### src/rtl/aha_tlx_pkg.sv
// rtl/aha_tlx_pkg.sv - shared types for the TLX receive training lane
package aha_tlx_pkg;

  localparam int TLX_SEQ_W = 32;

  typedef enum logic [1:0] {
    IDLE   = 2'd0,
    SEARCH = 2'd1,
    CHECK  = 2'd2,
    FINISH = 2'd3
  } tlx_rx_state_e;

endpackage

### src/rtl/aha_tlx_input_lane_if.sv
// rtl/aha_tlx_input_lane_if.sv - control, data and status bundle of one TLX input lane
interface aha_tlx_input_lane_if #(
  parameter int ERR_W = 16
);
  import aha_tlx_pkg::*;

  logic                 d_in;
  logic                 start;
  logic                 clear;
  logic [TLX_SEQ_W-1:0] seq_word;
  logic [31:0]          length;
  logic                 auto_stop;
  logic                 mode;
  logic                 d_out;
  logic                 active;
  logic                 aligned;
  logic                 done;
  logic                 timeout;
  logic [ERR_W-1:0]     err_count;
  logic [31:0]          word_count;

  modport master (
    output d_in, start, clear, seq_word, length, auto_stop, mode,
    input  d_out, active, aligned, done, timeout, err_count, word_count
  );

  modport slave (
    input  d_in, start, clear, seq_word, length, auto_stop, mode,
    output d_out, active, aligned, done, timeout, err_count, word_count
  );

endinterface

### src/rtl/aha_tlx_rx_edge_det.sv
// rtl/aha_tlx_rx_edge_det.sv - registered rising-edge detector for a register-block level
module aha_tlx_rx_edge_det (
  input  logic clk,
  input  logic reset,
  input  logic level,
  output logic rise_pulse
);

  logic prev_q, prev_d;
  logic rise_q, rise_d;

  always_comb begin
    prev_d = level;
    rise_d = level & ~prev_q;
  end

  always_ff @(posedge clk) begin
    if (reset) begin
      prev_q <= 1'b0;
      rise_q <= 1'b0;
    end else begin
      prev_q <= prev_d;
      rise_q <= rise_d;
    end
  end

  assign rise_pulse = rise_q;

endmodule

### src/rtl/aha_tlx_input_lane.sv
// rtl/aha_tlx_input_lane.sv - receive training lane: word lock, bit-error counting, pass-through
module aha_tlx_input_lane
  import aha_tlx_pkg::*;
#(
  parameter int SEARCH_TIMEOUT = 4096,
  parameter int ERR_W          = 16
) (
  input  logic              clk,
  input  logic              reset,
  aha_tlx_input_lane_if.slave lane
);

  localparam int CNT_W = $clog2(SEARCH_TIMEOUT);

  tlx_rx_state_e        state_q, state_d;
  logic [TLX_SEQ_W-1:0] sh_q, sh_d;
  logic [4:0]           idx_q, idx_d;
  logic [CNT_W-1:0]     search_cnt_q, search_cnt_d;
  logic                 aligned_q, aligned_d;
  logic                 done_q, done_d;
  logic                 timeout_q, timeout_d;
  logic [ERR_W-1:0]     err_count_q, err_count_d;
  logic [31:0]          word_count_q, word_count_d;

  logic                 start_p;
  logic                 clear_p;
  logic [TLX_SEQ_W-1:0] sh_next;

  aha_tlx_rx_edge_det u_start_edge (
    .clk        (clk),
    .reset      (reset),
    .level      (lane.start),
    .rise_pulse (start_p)
  );

  aha_tlx_rx_edge_det u_clear_edge (
    .clk        (clk),
    .reset      (reset),
    .level      (lane.clear),
    .rise_pulse (clear_p)
  );

  // Incoming bits enter at the MSB so that after 32 shifts bit 0 of the word sits at sh[0].
  assign sh_next = {lane.d_in, sh_q[TLX_SEQ_W-1:1]};

  always_comb begin
    state_d      = state_q;
    sh_d         = sh_q;
    idx_d        = idx_q;
    search_cnt_d = search_cnt_q;
    aligned_d    = aligned_q;
    done_d       = done_q;
    timeout_d    = timeout_q;
    err_count_d  = err_count_q;
    word_count_d = word_count_q;

    if (clear_p) begin
      state_d      = IDLE;
      sh_d         = '0;
      idx_d        = '0;
      search_cnt_d = '0;
      aligned_d    = 1'b0;
      done_d       = 1'b0;
      timeout_d    = 1'b0;
      err_count_d  = '0;
      word_count_d = '0;
    end else begin
      case (state_q)
        IDLE: begin
          if (start_p) begin
            state_d      = SEARCH;
            sh_d         = '0;
            search_cnt_d = '0;
            aligned_d    = 1'b0;
            done_d       = 1'b0;
            timeout_d    = 1'b0;
            err_count_d  = '0;
            word_count_d = '0;
          end
        end
        SEARCH: begin
          sh_d         = sh_next;
          search_cnt_d = search_cnt_q + CNT_W'(1);
          if (search_cnt_q >= CNT_W'(31) && sh_next == lane.seq_word) begin
            aligned_d    = 1'b1;
            word_count_d = 32'd1;
            idx_d        = '0;
            if (lane.auto_stop && lane.length <= 32'd1) begin
              done_d  = 1'b1;
              state_d = FINISH;
            end else begin
              state_d = CHECK;
            end
          end else if (search_cnt_q == CNT_W'(SEARCH_TIMEOUT - 1)) begin
            timeout_d = 1'b1;
            state_d   = IDLE;
          end
        end
        CHECK: begin
          if (lane.d_in != lane.seq_word[idx_q] && err_count_q != '1) begin
            err_count_d = err_count_q + ERR_W'(1);
          end
          idx_d = idx_q + 5'd1;
          if (idx_q == 5'd31) begin
            word_count_d = word_count_q + 32'd1;
            if (lane.auto_stop && word_count_q + 32'd1 == lane.length) begin
              done_d  = 1'b1;
              state_d = FINISH;
            end
          end
        end
        FINISH: state_d = IDLE;
        default: state_d = IDLE;
      endcase
    end
  end

  always_ff @(posedge clk) begin
    if (reset) begin
      state_q      <= IDLE;
      sh_q         <= '0;
      idx_q        <= '0;
      search_cnt_q <= '0;
      aligned_q    <= 1'b0;
      done_q       <= 1'b0;
      timeout_q    <= 1'b0;
      err_count_q  <= '0;
      word_count_q <= '0;
    end else begin
      state_q      <= state_d;
      sh_q         <= sh_d;
      idx_q        <= idx_d;
      search_cnt_q <= search_cnt_d;
      aligned_q    <= aligned_d;
      done_q       <= done_d;
      timeout_q    <= timeout_d;
      err_count_q  <= err_count_d;
      word_count_q <= word_count_d;
    end
  end

  assign lane.active     = (state_q == SEARCH) || (state_q == CHECK);
  assign lane.d_out      = lane.mode ? 1'b0 : lane.d_in;
  assign lane.aligned    = aligned_q;
  assign lane.done       = done_q;
  assign lane.timeout    = timeout_q;
  assign lane.err_count  = err_count_q;
  assign lane.word_count = word_count_q;

endmodule
### src/flat_wrapper.sv
// flat-port wrapper written by rule: the top's interface ports become plain ports
module aha_tlx_input_lane_flat import aha_tlx_pkg::*;
#(
  parameter int SEARCH_TIMEOUT = 4096,
  parameter int ERR_W          = 16
)
  (clk, reset, lane_d_in, lane_start, lane_clear, lane_seq_word, lane_length, lane_auto_stop, lane_mode, lane_d_out, lane_active, lane_aligned, lane_done, lane_timeout, lane_err_count, lane_word_count);
  aha_tlx_input_lane_if #(.ERR_W(ERR_W)) lane_i ();
  input  logic clk;
  input  logic reset;
  input wire logic [$bits(lane_i.d_in)-1:0] lane_d_in;
  input wire logic [$bits(lane_i.start)-1:0] lane_start;
  input wire logic [$bits(lane_i.clear)-1:0] lane_clear;
  input wire logic [$bits(lane_i.seq_word)-1:0] lane_seq_word;
  input wire logic [$bits(lane_i.length)-1:0] lane_length;
  input wire logic [$bits(lane_i.auto_stop)-1:0] lane_auto_stop;
  input wire logic [$bits(lane_i.mode)-1:0] lane_mode;
  output wire logic [$bits(lane_i.d_out)-1:0] lane_d_out;
  output wire logic [$bits(lane_i.active)-1:0] lane_active;
  output wire logic [$bits(lane_i.aligned)-1:0] lane_aligned;
  output wire logic [$bits(lane_i.done)-1:0] lane_done;
  output wire logic [$bits(lane_i.timeout)-1:0] lane_timeout;
  output wire logic [$bits(lane_i.err_count)-1:0] lane_err_count;
  output wire logic [$bits(lane_i.word_count)-1:0] lane_word_count;
  assign lane_i.d_in = lane_d_in;
  assign lane_i.start = lane_start;
  assign lane_i.clear = lane_clear;
  assign lane_i.seq_word = lane_seq_word;
  assign lane_i.length = lane_length;
  assign lane_i.auto_stop = lane_auto_stop;
  assign lane_i.mode = lane_mode;
  assign lane_d_out = lane_i.d_out;
  assign lane_active = lane_i.active;
  assign lane_aligned = lane_i.aligned;
  assign lane_done = lane_i.done;
  assign lane_timeout = lane_i.timeout;
  assign lane_err_count = lane_i.err_count;
  assign lane_word_count = lane_i.word_count;
  aha_tlx_input_lane #(.SEARCH_TIMEOUT(SEARCH_TIMEOUT), .ERR_W(ERR_W)) u_core (.clk(clk), .reset(reset), .lane(lane_i));
endmodule
### config.mk
export PLATFORM = sky130hd
export DESIGN_NAME = aha_tlx_input_lane_flat
export DESIGN_NICKNAME = d
export VERILOG_FILES = /design/src/rtl/aha_tlx_pkg.sv /design/src/rtl/aha_tlx_input_lane_if.sv /design/src/rtl/aha_tlx_rx_edge_det.sv /design/src/rtl/aha_tlx_input_lane.sv /design/src/flat_wrapper.sv
export SDC_FILE = /design/constraint.sdc
export NUM_CORES = 1
export LEC_CHECK = 0
export CAP_MARGIN = 25
export CORE_MARGIN = 1.5
export CORE_UTILIZATION = 57
export DETAILED_ROUTE_END_ITERATION = 6
export PLACE_DENSITY_LB_ADDON = 0.05
export SETUP_SLACK_MARGIN = 0.02
export SLEW_MARGIN = 30
export SYNTH_ARGS = -nofsm -noshare
export SYNTH_HDL_FRONTEND = slang
export SYNTH_HIERARCHICAL = 1
export SYNTH_SLANG_ARGS = --single-unit
### constraint.sdc
create_clock -name clk -period 6.03 [get_ports clk]
set_clock_uncertainty 0.05 [all_clocks]
set_input_delay 1.5075 -clock clk [delete_from_list [all_inputs] [get_ports clk]]
set_output_delay 1.5075 -clock clk [all_outputs]
set_load 0.01 [all_outputs]
==> key figures <==
Outcome
  – Status: complete, but fails checks
  – Failing checks: DRC

CTS
  – Worst-case clock buffer depth: 2
  – Cts bufs inserted: 9
  – Clk pin slew, worst setup/hold paths: 0.10 ns
  – CTS root buf: clkbuf_8
  – Setup Buffers After CTS: 0
  – H-tree depth: 3
  – Latest clock arrival within the worst-skew pair: 0.38 ns
  – Resize count post-CTS: 0
  – CTS tree: built
  – # hold bufs at CTS: 0
  – Sink Count: 105

Timing
  – TNS Setup: 0 ns
  – # setup viols final: 0
  – RSZ-0062 raised after global routing: no
  – WHS: 0.356 ns
  – Slew margin rel.: 41.7%
  – Final Hold Fails: 0
  – Tightest Pin Transition: 0.866 ns
  – Tmin final: 4.44 ns
  – F_max: 225 MHz
  – Slew Limit Fails: 0
  – Final period utilization: 73.6%

Die
  – Row count: 38
  – Full die area: 11700 um2
  – Die Height: 108 um
  – Core Region: 10800 um2
  – Initial Util: 58.3%
  – Die width: 108 um
  – I/O Pins: 124

Global routing
  – GRT overflow: 0
  – First-pass GRT wire length: 28600 um
  – Total GRT Usage: 30.8%
  – Largest net degree at the start of global routing: 73
  – Initial antenna violation count: 0
  – Vias in the first global route: 5911

Synth
  – Cells after Synth: 766
  – Syn avg cell area: 8.22 um2
  – Post-synth EDFFs: 0
  – Synthesis Warnings: 6
  – Synth area leader: dfxtp_1
  – Register area share after synthesis: 33.4%
  – Netlist cell types: 59
  – Largest cells by area after synthesis: dfxtp_1 (33%), xor2_1 (7.1%), nor2_1 (6.5%), xnor2_1 (6.1%), a22oi_1 (4.4%)
  – Post-Syn Area: 6290 um2
  – Top_reg_cell synth: dfxtp_1
  – Synth top area share: 33.4%
  – Synth Register Bits: 105
  – Share of flip-flops with an asynchronous set or reset: 0%
  – Syn_nets: 846

Job
  – Number of max-cap violations: 0

Place
  – Routability cong.: 0.930
  – HPWL Detailed: 13000 um
  – Dpl cells: 994
  – IO buf count: 123

Setup path
  – Max incr delay on CP: 0.50 ns
  – Critical Path AT: 4.70 ns
  – Slowest cell on the critical path: clkdlybuf4s50_1
  – Crit path launch type: input port
  – Crit-path most repeated cell: buf_4
  – Largest fanout on the critical path: 34
  – Critical Path End Type: register
  – Setup crit start: lane_d_in
  – R2R depth: 10
  – CP Class: input port to register
  – Reg2Reg Launch Point: u_core/lane.word_count[0]
  – R2R Setup Slk: 1.82 ns
  – Critical Path RT: 6.29 ns
  – Worst path cell trace: clkdlybuf4s50_1 > xor2_1 > nor4_1 > nand4_1 > nor4_1 > buf_4 > or2b_4 > nand2_1 > buf_4 > nor2_1 > buf_4 > nand3b_1 > a21oi_1

Detailed routing
  – Vias per cell: 6.32
  – DR WL/cell: 17.9 um
  – Residual DRC: 4
  – Initial DRT Pass Iterations: 7
  – Vias: 6387
  – Final ANT Viol Nets: 0
  – Routed WL: 18000 um
  – Iteration-0 DRC count of the detailed router: 723

Hold path
  – Hold path cells: 1
  – Hold Startpoint: u_core/u_clear_edge/prev_q
  – HP Class: register to register

Final layout
  – Nets: 945
  – Area delta synth->final: 23.3%
  – Non-filler instance count after layout: 1010
  – Share of cells above drive strength 1: 6.55%
  – Antenna cells: 0

Power and ir drop
  – Pleak: 2.57 nW
  – Max VDD drop: 143 uV
  – PD cells: 179 nW/um2
==> synthesized netlist by cell type, drive strengths merged, types with 2 or more instances <==
cell type and count:
o311a 2, o22ai 2, inv 12, or4 12, nor3b 4, nor2b 11, mux4 10, xnor2 44
a31oi 9, nor2 109, a22oi 37, and3 7, dfxtp 105, or3 22, buf 5, nand2 42
mux2i 6, a21o 2, nor4 24, clkbuf 37, o2111ai 2, nand3 23, o21ai 50, xor2 51
or2 3, nand2b 3, nand4 29, a21oi 46, nor3 20, nand3b 10, ha 9, and2 4
==> area by class of cell <==
class / count / area [um2]
multi-input cells: 607 / 3930
fillers: 868 / 3030
flip-flops and latches: 105 / 2100
repair buffers: 130 / 1280
well taps: 140 / 175
clock buffers: 11 / 141
clock inverters: 5 / 85.1
inverters: 12 / 45.0
==> through the flow <==
step                worst slack, ns  util (%)  power, mW  cell area (um2)
floorplan                      2.06         -      0.813             6290
global placement               1.37      69.7      0.898             7530
detailed placement             1.26      69.8      0.903             7530
CTS                            1.67      71.9       1.39             7760
global route                   1.41      71.9       1.44             7760
finish                         1.59      71.9       1.39             7760
==> cell usage in the layout (no fill, tap or decap), types with 3 or more instances in the layout <==
cell,instances
nand3b_1,10
nor2b_1,11
xor2_1,51
nand2_1,42
a31oi_1,9
inv_1,12
or3_1,21
or4_2,3
clkdlybuf4s50_1,123
mux4_2,10
or2_2,3
ha_1,9
nand4_1,28
dfxtp_1,105
xnor2_1,44
o21ai_0,48
clkbuf_8,10
buf_4,7
nor4_1,24
mux2i_1,6
nor3_1,20
nor2_1,109
a22oi_1,37
nand3_1,22
or4_1,8
and3_1,5
nand2b_1,3
a21oi_1,46
==> power breakdown <==
| part | total [mW] | switching (mW) | internal, mW |
|---|---|---|---|
| combinational | 0.189 | 0.103 | 0.0859 |
| sequential | 0.702 | 0.00445 | 0.697 |
| clock | 0.498 | 0.249 | 0.248 |
==> critical path, delay by kind of cell <==
family | cells | cell delay [ns]
and+or+nand+nor | 7 | 1.60
buffers and inverters | 4 | 1.20
xor gates and xnor gates | 1 | 0.22
AOI/OAI and AO/OA | 1 | 0.15
==> metal layers <==
layer  routed length [um]  up-vias  track usage, %
met2                 8620      326            50.9
met5                    0        -               0
met1                 7620     3039            40.3
met4                  550        0            11.8
li1                     -     2967               -
met3                 1250       55            5.18
==> path summary, 6_finish.rpt <==
| check | endpoint |
|---|---|
| max | u_core/lane.word_count[2] |
| max reg2reg | u_core/lane.done |
| min reg2reg | u_core/u_clear_edge/rise_pulse |
| min | u_core/u_clear_edge/rise_pulse |
==> logic make-up after synthesis <==
logic type	Yosys count	share of synthesized area (%)
AOI/OAI and AO/OA	156	15.1
xor gates and xnor gates	95	13.2
muxes	17	4.71
adders and majority gates	9	1.79
and+or+nand+nor	330	27.5
DFF	105	33.4
buffers and inverters	54	4.31
==> state kept, by name, indices dropped and copies added (netlist names), named ones only <==
register	cells
u_core/state_q	1
u_core/lane.timeout	1
u_core/lane.aligned	1
u_core/sh_q	31
u_core/search_cnt_q	12
u_core/u_clear_edge/prev_q	1
u_core/u_start_edge/rise_pulse	1
u_core/lane.word_count	32
u_core/u_start_edge/prev_q	1
u_core/lane.err_count	16
u_core/u_clear_edge/rise_pulse	1
u_core/idx_q	5
u_core/lane.done	1
No activity file was read; power rests on OpenSTA's default activity.
